**src/rtl/phase_sequencer_if.sv**
```systemverilog
// Handshake and status bundle between the game controller and the phase sequencer.
interface phase_sequencer_if;
    logic       tick1Hz;
    logic       start;
    logic       userDone;
    logic [4:0] difference;
    logic       pre, game, answer, post;
    logic       startGen, stopGen, stopCount, incLevel;
    logic [3:0] curLevel, secLeft;
    logic       lose, win;

    modport master (
        output tick1Hz, start, userDone, difference,
        input  pre, game, answer, post, startGen, stopGen, stopCount, incLevel,
        input  curLevel, secLeft, lose, win
    );
    modport slave (
        input  tick1Hz, start, userDone, difference,
        output pre, game, answer, post, startGen, stopGen, stopCount, incLevel,
        output curLevel, secLeft, lose, win
    );
endinterface

```
**src/rtl/phase_sequencer.sv**
```systemverilog
// Level/phase sequencer: PRELIM -> GAME -> ANSWER -> POST -> JUDGE per level, ending in WIN or LOSE.
// Optional macro EARLY_ANSWER_EN lets userDone cut the ANSWER period short.
module phase_sequencer #(
    parameter int PRELIM_SEC = 3,
    parameter int GAME_SEC   = 10,
    parameter int ANSWER_SEC = 8,
    parameter int POST_SEC   = 3,
    parameter int MAX_LEVEL  = 9,
    parameter int TOLERANCE  = 0
) (
    input logic               Clk100M,
    input logic               reset,
    phase_sequencer_if.slave  bus
);
    localparam logic [3:0] PRE_S  = PRELIM_SEC[3:0];
    localparam logic [3:0] GAME_S = GAME_SEC[3:0];
    localparam logic [3:0] ANS_S  = ANSWER_SEC[3:0];
    localparam logic [3:0] POST_S = POST_SEC[3:0];
    localparam logic [3:0] MAX_L  = MAX_LEVEL[3:0];
    localparam logic [4:0] TOL    = TOLERANCE[4:0];

    typedef enum logic [2:0] {
        S_IDLE, S_PRELIM, S_GAME, S_ANSWER, S_POST, S_JUDGE, S_WIN, S_LOSE
    } state_t;

    state_t     state, state_nx;
    logic [3:0] sec_q, sec_d, lvl_q, lvl_d;
    logic       start_gen_q, stop_gen_q, stop_count_q, inc_level_q;
    logic       start_gen_d, stop_gen_d, stop_count_d, inc_level_d;
    logic       last_tick, pass, early;

    assign last_tick = bus.tick1Hz && (sec_q == 4'd1);
    assign pass      = (bus.difference <= TOL);
`ifdef EARLY_ANSWER_EN
    assign early = bus.userDone;
`else
    assign early = 1'b0;
`endif

    // State register, including all registered outputs
    always_ff @(posedge Clk100M or negedge reset) begin
        if (!reset) begin
            state        <= S_IDLE;
            sec_q        <= 4'd0;
            lvl_q        <= 4'd1;
            start_gen_q  <= 1'b0;
            stop_gen_q   <= 1'b0;
            stop_count_q <= 1'b0;
            inc_level_q  <= 1'b0;
        end else begin
            state        <= state_nx;
            sec_q        <= sec_d;
            lvl_q        <= lvl_d;
            start_gen_q  <= start_gen_d;
            stop_gen_q   <= stop_gen_d;
            stop_count_q <= stop_count_d;
            inc_level_q  <= inc_level_d;
        end
    end

    always_comb begin
        state_nx = state;
        case (state)
            S_IDLE, S_WIN, S_LOSE: if (bus.start) state_nx = S_PRELIM;
            S_PRELIM: if (last_tick) state_nx = S_GAME;
            S_GAME:   if (last_tick) state_nx = S_ANSWER;
            S_ANSWER: if (early || last_tick) state_nx = S_POST;
            S_POST:   if (last_tick) state_nx = S_JUDGE;
            S_JUDGE: begin
                if (!pass)              state_nx = S_LOSE;
                else if (lvl_q < MAX_L) state_nx = S_PRELIM;
                else                    state_nx = S_WIN;
            end
            default: state_nx = S_IDLE;
        endcase
    end

    // Next values of the registered outputs: entry pulses and period reloads on a state change
    always_comb begin
        sec_d        = sec_q;
        lvl_d        = lvl_q;
        start_gen_d  = 1'b0;
        stop_gen_d   = 1'b0;
        stop_count_d = 1'b0;
        inc_level_d  = 1'b0;
        if (state_nx != state) begin
            case (state_nx)
                S_PRELIM: sec_d = PRE_S;
                S_GAME:   begin sec_d = GAME_S; start_gen_d  = 1'b1; end
                S_ANSWER: begin sec_d = ANS_S;  stop_gen_d   = 1'b1; end
                S_POST:   begin sec_d = POST_S; stop_count_d = 1'b1; end
                default:  sec_d = 4'd0;
            endcase
        end else if (bus.tick1Hz && sec_q != 4'd0) begin
            sec_d = sec_q - 4'd1;
        end
        if ((state == S_IDLE || state == S_WIN || state == S_LOSE) && bus.start)
            lvl_d = 4'd1;
        if (state == S_JUDGE && pass) begin
            inc_level_d = 1'b1;
            if (lvl_q < MAX_L) lvl_d = lvl_q + 4'd1;
        end
    end

    assign bus.pre       = (state == S_PRELIM);
    assign bus.game      = (state == S_GAME);
    assign bus.answer    = (state == S_ANSWER);
    assign bus.post      = (state == S_POST);
    assign bus.lose      = (state == S_LOSE);
    assign bus.win       = (state == S_WIN);
    assign bus.startGen  = start_gen_q;
    assign bus.stopGen   = stop_gen_q;
    assign bus.stopCount = stop_count_q;
    assign bus.incLevel  = inc_level_q;
    assign bus.curLevel  = lvl_q;
    assign bus.secLeft   = sec_q;
endmodule

```
**src/flat_wrapper.sv**
```systemverilog
// flat-port wrapper written by rule: the top's interface ports become plain ports
module phase_sequencer_flat 
#(
    parameter int PRELIM_SEC = 3,
    parameter int GAME_SEC   = 10,
    parameter int ANSWER_SEC = 8,
    parameter int POST_SEC   = 3,
    parameter int MAX_LEVEL  = 9,
    parameter int TOLERANCE  = 0
)
  (Clk100M, reset, bus_tick1Hz, bus_start, bus_userDone, bus_difference, bus_pre, bus_game, bus_answer, bus_post, bus_startGen, bus_stopGen, bus_stopCount, bus_incLevel, bus_curLevel, bus_secLeft, bus_lose, bus_win);
  phase_sequencer_if bus_i ();
  input logic Clk100M;
  input logic reset;
  input wire logic [$bits(bus_i.tick1Hz)-1:0] bus_tick1Hz;
  input wire logic [$bits(bus_i.start)-1:0] bus_start;
  input wire logic [$bits(bus_i.userDone)-1:0] bus_userDone;
  input wire logic [$bits(bus_i.difference)-1:0] bus_difference;
  output wire logic [$bits(bus_i.pre)-1:0] bus_pre;
  output wire logic [$bits(bus_i.game)-1:0] bus_game;
  output wire logic [$bits(bus_i.answer)-1:0] bus_answer;
  output wire logic [$bits(bus_i.post)-1:0] bus_post;
  output wire logic [$bits(bus_i.startGen)-1:0] bus_startGen;
  output wire logic [$bits(bus_i.stopGen)-1:0] bus_stopGen;
  output wire logic [$bits(bus_i.stopCount)-1:0] bus_stopCount;
  output wire logic [$bits(bus_i.incLevel)-1:0] bus_incLevel;
  output wire logic [$bits(bus_i.curLevel)-1:0] bus_curLevel;
  output wire logic [$bits(bus_i.secLeft)-1:0] bus_secLeft;
  output wire logic [$bits(bus_i.lose)-1:0] bus_lose;
  output wire logic [$bits(bus_i.win)-1:0] bus_win;
  assign bus_i.tick1Hz = bus_tick1Hz;
  assign bus_i.start = bus_start;
  assign bus_i.userDone = bus_userDone;
  assign bus_i.difference = bus_difference;
  assign bus_pre = bus_i.pre;
  assign bus_game = bus_i.game;
  assign bus_answer = bus_i.answer;
  assign bus_post = bus_i.post;
  assign bus_startGen = bus_i.startGen;
  assign bus_stopGen = bus_i.stopGen;
  assign bus_stopCount = bus_i.stopCount;
  assign bus_incLevel = bus_i.incLevel;
  assign bus_curLevel = bus_i.curLevel;
  assign bus_secLeft = bus_i.secLeft;
  assign bus_lose = bus_i.lose;
  assign bus_win = bus_i.win;
  phase_sequencer #(.PRELIM_SEC(PRELIM_SEC), .GAME_SEC(GAME_SEC), .ANSWER_SEC(ANSWER_SEC), .POST_SEC(POST_SEC), .MAX_LEVEL(MAX_LEVEL), .TOLERANCE(TOLERANCE)) u_core (.Clk100M(Clk100M), .reset(reset), .bus(bus_i));
endmodule
```
**config.mk**
```make
export PLATFORM = sky130hd
export DESIGN_NAME = phase_sequencer_flat
export DESIGN_NICKNAME = d
export VERILOG_FILES = /design/src/rtl/phase_sequencer_if.sv /design/src/rtl/phase_sequencer.sv /design/src/flat_wrapper.sv
export SDC_FILE = /design/constraint.sdc
export NUM_CORES = 1
export LEC_CHECK = 0
export ABC_CLOCK_PERIOD_IN_PS = 2400
export CAP_MARGIN = 20
export CELL_PAD_IN_SITES_DETAIL_PLACEMENT = 0
export CELL_PAD_IN_SITES_GLOBAL_PLACEMENT = 1
export CORE_MARGIN = 8
export CORE_UTILIZATION = 40
export CTS_BUF_LIST = sky130_fd_sc_hd__clkbuf_4
export DETAILED_ROUTE_END_ITERATION = 16
export DONT_BUFFER_PORTS = 1
export GPL_ROUTABILITY_DRIVEN = 0
export HOLD_SLACK_MARGIN = 0.06
export PLACE_DENSITY = 0.75
export SLEW_MARGIN = 20
export SYNTH_ARGS = -nofsm -noshare
export SYNTH_HDL_FRONTEND = slang
export SYNTH_SLANG_ARGS = --single-unit
```
**constraint.sdc**
```tcl
create_clock -name Clk100M -period 2.4 [get_ports Clk100M]
set_clock_uncertainty 0.2 [all_clocks]
set_input_delay 0.6 -clock Clk100M [delete_from_list [all_inputs] [get_ports Clk100M]]
set_output_delay 0.6 -clock Clk100M [all_outputs]
set_load 0.005 [all_outputs]
```
==> results of run 1 <==
## cell type report
type | count | share of cell area, %
multi-input cells | 82 | 53.62
flip-flops and latches | 15 | 35.16
well taps | 30 | 3.505
repair buffers | 4 | 3.037
clock buffers | 3 | 2.103
inverters | 6 | 2.103
clock inverters | 1 | 0.4673
## power by group
group | switching, W | internal, W | total, W
clock network | 0.0000855 | 0.0000619 | 0.000147
logic | 0.000228 | 0.000226 | 0.000455
registers | 0.000140 | 0.000317 | 0.000457
total | 0.000454 | 0.000605 | 0.00106
## sequential cells by signal, indices dropped and copies added, names as in the netlist
signal / flops
u_core.bus.curLevel: 4
u_core.bus.secLeft: 4
u_core.state: 3
u_core.bus.incLevel: 1
u_core.bus.startGen: 1
u_core.bus.stopCount: 1
u_core.bus.stopGen: 1
## timing repair
item / in CTS / in global routing
hold buffers: 1 / 0
hold endpoints to repair: 15 / 0
buffers inserted: 0 / 0
## Yosys cell counts (2+ instances only)
cell	n	area share [%]
nand3_1	2	1.0
ha_1	4	5.1
o32a_1	2	2.0
a22oi_1	3	2.3
a21oi_1	2	1.0
inv_1	6	2.3
o21ai_0	6	3.0
nor3_1	3	1.5
nor2_1	11	4.2
dfrtp_1	14	35
a31o_2	2	1.8
o211ai_1	2	1.5
nand2_1	10	3.8
a21o_1	2	1.5
nand2b_1	5	3.2
a211oi_1	5	3.8
clkbuf_1	3	1.1
## critical path, cell delays in order (launching register included)
cell,delay (ps)
dfrtp_1,690
inv_1,240
nor2_1,200
## cells by family (layout without fill, tap and decap cells)
kind of cell	Yosys count	after routing	share of synthesized area, %
DFF	15	15	38.10
AOI/OAI and AO/OA	31	31	24.81
xor gates and xnor gates	2	2	1.772
adders and majority gates	4	4	5.063
and+or+nand+nor	43	43	23.93
muxes	2	2	2.531
buffers and inverters	10	14	3.797
## routing by layer
layer / GRT usage [%] / up-vias
met3: 4.932 / 2
met4: 2.452 / 0
met5: 0 / -
met1: 14.29 / 395
li1: - / 404
met2: 16.44 / 19
## final timing paths
| check | start | cells after the start | end |
|---|---|---|---|
| max reg2reg | u_core.bus.secLeft[0] | 5 | u_core.bus.secLeft[1] |
| min | bus_difference[0] | 1 | u_core.bus.incLevel |
| max in group asynchronous | reset | 1 | u_core.state[1] |
| min in group asynchronous | reset | 1 | u_core.bus.curLevel[1] |
| min reg2reg | u_core.bus.curLevel[0] | 2 | u_core.bus.curLevel[3] |
| max | u_core.state[2] | 2 | bus_post |
## stage by stage
step           worst slack, ps  std cells
2_1_floorplan            205.3        107
3_3_place_gp             140.8        136
3_5_place_dp             112.6        136
4_1_cts                  167.3        141
5_1_grt                  78.21        141
6_report                 189.8        141
==> impl_metrics.tcl, run 1 <==
set metrics [dict create \
    layout.nets 126 \
    final_common_cell "dfrtp_1" \
    min_period_ps 2210 \
    route.met2.wl_um 1125 \
    dpl_cell_area_um2 1033 \
    dpl.hpwl_um 1784 \
    clock_sinks 15 \
    grt.total_usage_pct 11.06 \
    synth_edf_count 0 \
    htree_levels 1 \
    area_growth_syn_to_layout_pct 8.355 \
    drt_pass1_iterations 4 \
    boundaryPins 28 \
    routed.top_layer "met4" \
    cp_max_fo 19 \
    drt_iter0_drc 27 \
    rsz0062_at_grt "false" \
    die_h_um 65.71 \
    start_kind "flop" \
    syn_nets 121 \
    setup-tns-final_ps 0 \
    leakagePower_nw 0.4433 \
    die_area_um2 4318 \
    cp-end-kind "output pin" \
    yosysSeqAreaShare_pct 38.10 \
    cp.required_ps 1600 \
    total_power_w 0.001059 \
    clkLatencyLatePin_ps 290 \
    timing_hold_violations_final 0 \
    layout_common_cells "dfrtp_1 (14), nor2_1 (11), nand2_1 (10), inv_1 (6), o21ai_0 (6)" \
    outcome "finished, final reports clean" \
    dieWidth_um 65.71 \
    drv_cap 0 \
    cts-buffers-inserted 3 \
    drc 0 \
    max_freq_ghz 0.4524 \
    diodes 0 \
    max_slew_margin_pct 52.89 \
    grt_pass1_wl_um 3774 \
    core_um2 2410 \
    drv_slew 0 \
    start_util_pct 41.02 \
    multi_input_comb_area_um2 574.3 \
    regArea_um2 376.6 \
    drt_wl_total_um 2364 \
    holdWs_ps 183.8 \
    period_share_pct 92.09 \
    r2r_slack_ps 320 \
    cts_tree "done" \
    synth_area_per_cell_um2 9.238 \
    vias 820 \
    worstHoldPathType "primary input to flop" \
    met3_length_um 143 \
    grt_pass1_vias 780 \
    ir_drop_uv 560.9 \
    yosys_warnings 0 \
    synth_ff_type "dfrtp_1" \
    clock_path_buffers 2 \
    antenna_found_initial 0 \
    num_rows 18 \
    grt_max_degree 20 \
    netlist_area_um2 988.4 \
    critPathKind "flop to output pin" \
    setup_violations 0 \
    power_density_nw_per_um2 988.6 \
    viasPerCell 5.816 \
    fillers 240 \
    worst_pin_slew_ps 704.3 \
    crit_arrival_ps 1410 \
    final_util_pct 44.44 \
    synth_cells 107 \
    async_flop_share_pct 100.0 \
    root_buffer "clkbuf_4" \
    wl_per_cell_um 16.77 \
    grt-ovfl-total 0 \
    drive_gt1_share_pct 14.41 \
    yosysUniqueCellTypes 42 \
    place.port_buffers 0 \
    ctsResizeCount 0 \
    final_area_um2 1071 \
    cts.reportedPaths.clkPinSlew_ps 100 \
    ys_ff_latch 15 \
    met1_length_um 1075 \
    ant_nets 0 \
]
(Power assumes the default switching activity.)
==> inputs of run 2 (changes only) <==
--- a/config.mk
+++ b/config.mk
@@ -9,6 +9,7 @@
 export CAP_MARGIN = 20
 export CELL_PAD_IN_SITES_DETAIL_PLACEMENT = 0
 export CELL_PAD_IN_SITES_GLOBAL_PLACEMENT = 1
+export CORE_ASPECT_RATIO = 0.6
 export CORE_MARGIN = 8
 export CORE_UTILIZATION = 40
 export CTS_BUF_LIST = sky130_fd_sc_hd__clkbuf_4
==> impl_metrics.tcl, run 2 (synthesis gave the netlist of run 1 again) <==
set metrics [dict create \
    drt_wl_total_um 2446 \
    cp-end-kind "output pin" \
    cp_max_fo 15 \
    crit_chain "or2_2 -> nor2_1" \
    core_um2 2417 \
    cts-buffers-inserted 3 \
    place.port_buffers 0 \
    setup.worst_path.start "u_core.state[1]" \
    grt_max_degree 16 \
    grt.total_usage_pct 12.40 \
    die_h_um 54.51 \
    r2r_cells 6 \
    holdCritStartpoint "bus_difference[0]" \
    boundaryPins 28 \
    start_kind "flop" \
    layout.nets 127 \
    drive_gt1_share_pct 15.18 \
    critPathMaxStageDelay_ps 540 \
    fillers 240 \
    grt-ovfl-total 0 \
    start_util_pct 40.89 \
    ant_nets 0 \
    drv_cap 0 \
    setup_violations 0 \
    clock_path_buffers 2 \
    worst_pin_slew_ps 710.9 \
    ir_drop_uv 354.9 \
    pwr-share-seq_pct 40.6 \
    final_area_um2 1084 \
    wl_per_cell_um 16.99 \
    drt_pass1_iterations 4 \
    fin_cells 144 \
    grt_pass1_vias 776 \
    clock_sinks 15 \
    p_clk_share_pct 14.6 \
    grt_pass1_wl_um 4091 \
    power.share.switching_pct 42.35 \
    viasPerCell 5.736 \
    r2r_start "u_core.bus.secLeft[1]" \
    cts_tree "done" \
    timing_hold_violations_final 0 \
    min_period_ps 2140 \
    place_inst 139 \
    cp.required_ps 1600 \
    slowest_stage "dfrtp_1" \
    area_growth_syn_to_layout_pct 9.620 \
    dpl.hpwl_um 1888 \
    worstHoldPathType "primary input to flop" \
    clkLatencyLatePin_ps 280 \
    dieWidth_um 80.18 \
    vias 826 \
    dpl_cell_area_um2 1044 \
    p_comb_share_pct 44.8 \
    max_slew_margin_pct 52.45 \
    num_rows 14 \
    rsz0062_at_grt "false" \
    antenna_found_initial 0 \
    leakagePower_nw 0.4491 \
    layout_common_cells "dfrtp_1 (14), nor2_1 (11), nand2_1 (10), inv_1 (6), o21ai_0 (6)" \
    htree_levels 1 \
    setup-tns-final_ps 0 \
    diodes 0 \
    root_buffer "clkbuf_4" \
    p_switching_w 0.0004560 \
    period_share_pct 89.16 \
    crit_arrival_ps 1340 \
    drv_slew 0 \
    outcome "finished, final reports clean" \
    power_density_nw_per_um2 993.8 \
    drt_iter0_drc 52 \
    power.internal_w 0.0006208 \
    die_area_um2 4370 \
    drc 0 \
    cts.reportedPaths.clkPinSlew_ps 100 \
    final_common_cell "dfrtp_1" \
    critPathKind "flop to output pin" \
    max_freq_ghz 0.4673 \
    whs_path_depth 1 \
    final_util_pct 44.82 \
]
## run 2: cell count changes in the layout (fill, tap and decap cells not counted)
cell,before,now
buf_4,3,4
clkbuf_4,3,4
clkinv_2,1,0
## run 2: through the flow
| stage | hold slack [ps] | power, W | worst slack [ps] |
|---|---|---|---|
| finish | 200.3 | 0.001077 | 260.2 |
| global route | 178.4 | 0.001172 | 125.0 |
| CTS | 182.5 | 0.001087 | 240.3 |
| detailed placement | 105.0 | 0.0009168 | 117.7 |
| global placement | 104.9 | 0.0009059 | 115.4 |
| floorplan | 104.4 | 0.0007868 | 205.3 |
## run 2: layout make-up
cell class / count / area [um^2] / area share [%]
clock buffers: 4 / 30.03 / 2.771
inverters: 6 / 22.52 / 2.079
multi-input cells: 82 / 574.3 / 53.00
flip-flops and latches: 15 / 376.6 / 34.76
well taps: 32 / 40.04 / 3.695
repair buffers: 5 / 40.04 / 3.695
## run 2: power groups by stage
| stage | combinational, W | sequential, W | clock, W |
|---|---|---|---|
| final | 0.000482 | 0.000437 | 0.000158 |
| after global routing | 0.000542 | 0.000454 | 0.000176 |
| after CTS | 0.000484 | 0.000438 | 0.000165 |
| after global placement | 0.000466 | 0.000440 | 0 |
| after floorplan | 0.000399 | 0.000388 | 0 |
| after detailed placement | 0.000476 | 0.000441 | 0 |
## run 2: path summary, 6_finish.rpt
path                       slack, ps                     end
max                              260                bus_post
min                              200     u_core.bus.incLevel
max reg2reg                      300   u_core.bus.secLeft[0]
min reg2reg                      400  u_core.bus.curLevel[3]
max in group asynchronous        940   u_core.bus.secLeft[0]
min in group asynchronous        600   u_core.bus.secLeft[2]
## run 2: timing repair
item	in CTS	in global routing
hold endpoints to repair	15	0
buffers inserted	0	0
resized for setup	0	0
hold buffers	1	0
## run 2: worst max-delay path: cells and delay by family, from the launching register on
kind	cells	cell delay, ps
AND/OR/NAND/NOR	2	520
flip-flops	1	540
## run 2: metal layers
metal  global-route usage [%]  vias up  routed length, um
li1                         -      407                  -
met1                    17.57      395               1229
met2                    15.89       22                984
met3                    5.410        2                197
met4                    4.491        0                 34
met5                        0        -                  0
==> RTL change (settings of run 1) <==
The option `EARLY_ANSWER_EN` is turned on by a define.
--- a/src/rtl/phase_sequencer.sv
+++ b/src/rtl/phase_sequencer.sv
@@ -1,4 +1,6 @@
 // Level/phase sequencer: PRELIM -> GAME -> ANSWER -> POST -> JUDGE per level, ending in WIN or LOSE.
 // Optional macro EARLY_ANSWER_EN lets userDone cut the ANSWER period short.
+`define EARLY_ANSWER_EN
+
 module phase_sequencer #(
     parameter int PRELIM_SEC = 3,
Formal check against the unedited RTL: no difference found for any inputs over 10 cycles, from zero or initial values and one cycle with reset low; that may be too few to reach the edited logic, so the function may still have changed.
==> RTL change against run 1 <==
The flow now finishes with violations (setup timing). Cell area increased by 25%. Routed wire length increased by 22%. Sequential cell count unchanged. Critical path type is now reg -> reg. Synthesized area is 4.4% higher. Sequential share of layout area is 6.9 points lower. Global-route usage up 3.0 points. Highest routed layer unchanged. Register-to-register slack got worse by 0.34 ns. Setup slack worse by 0.21 ns. Non-clock buffer count rose by 25.
Power is not compared: it rests on default switching activity, and its combinational part moved more than twofold at a synthesized area within 25%.
==> RTL change: results (changes against run 1) <==
metric	value	unit	change
status	finished, violations left		
violations	setup timing		
die_w	66.8	um	+1.7%
buf_share	16.5	%	+13 points
dp.cells	164		+21%
hold_ws	0.299	ns	+0.115 ns
setup_ws	-0.0176	ns	-0.207 ns
ys_seq_area_share	36.5	%	-1.6 points
clkbuf_count	4		+1
buffers	29		+25
slowest_stage	a2111oi_4		
cts_resized	5		+5
multi_input_area_share	48.5	%	-5.1 points
syn_nets	131		+8.3%
via_count	973		+19%
grt_use_met2	23.9	%	+7.5 points
synthTopCellsByArea	dfrtp_1, a2111oi_4, nor2_1		
instances_no_fill	175		+24%
multi_input_gates	91		+11%
grt_max_degree	16		-20%
ys_top_cells_by_count	dfrtp_1, nor2_1, nand2_1		
synth_compound_area_share	24.8	%	+0.038 points
preCtsSetupSlack	-0.216	ns	-0.328 ns
grt_pass1_vias	1002		+28%
setup_tns	-0.0248	ns	-0.0248 ns
synth_xor_area_share	2.55	%	+0.77 points
clk_share	2.25	%	-0.32 points
multi_input_area	647	um^2	+13%
routedWlPerCell	16.5	um	-1.4%
drt_iter0_markers	35		+30%
muxShareOfSynthArea	0	%	-2.5 points
synth_fa_ha_area_share	4.85	%	-0.21 points
grt_util_met1	16.3	%	+2.0 points
post_cts_buffers	4		+4
crit_path_max_fanout	5		-14
path_delay_family	compound AO/OA/AOI/OAI gates		
place_area	0.00122	mm^2	+18%
use_met3	4.87	%	-0.066 points
grt_first_pass_wirelength	4820	um	+28%
setup_viol	2		+2
drive_gt1_share	34.5	%	+20 points
RTL change: worst paths after layout:
check	from	to	depth (start not counted)
hold reg to reg	u_core.bus.curLevel[0]	u_core.bus.curLevel[0]	2
setup reg to reg	u_core.bus.curLevel[1]	u_core.bus.secLeft[1]	8
hold / removal	bus_start	u_core.state[0]	2
max in group asynchronous	reset	u_core.bus.curLevel[1]	1
min in group asynchronous	reset	u_core.state[1]	1
setup / recovery	u_core.bus.curLevel[1]	u_core.bus.secLeft[1]	8
RTL change: per-layer routing:
metal  part of all wire (%)  wire (um)
met1                     40       1170
met5                      0          0
met2                     51       1470
met3                    8.2        237
met4                   0.41         12
RTL change: power by group through the flow:
| stage | sequential, W | clock [W] | combinational, W |
|---|---|---|---|
| finish | 0.000414 | 0.000163 | 0.00109 |
| global route | 0.000427 | 0.000178 | 0.00120 |
| CTS | 0.000412 | 0.000170 | 0.00103 |
| detailed placement | 0.000417 | 0 | 0.000953 |
| global placement | 0.000415 | 0 | 0.000949 |
| floorplan | 0.000401 | 0 | 0.000637 |
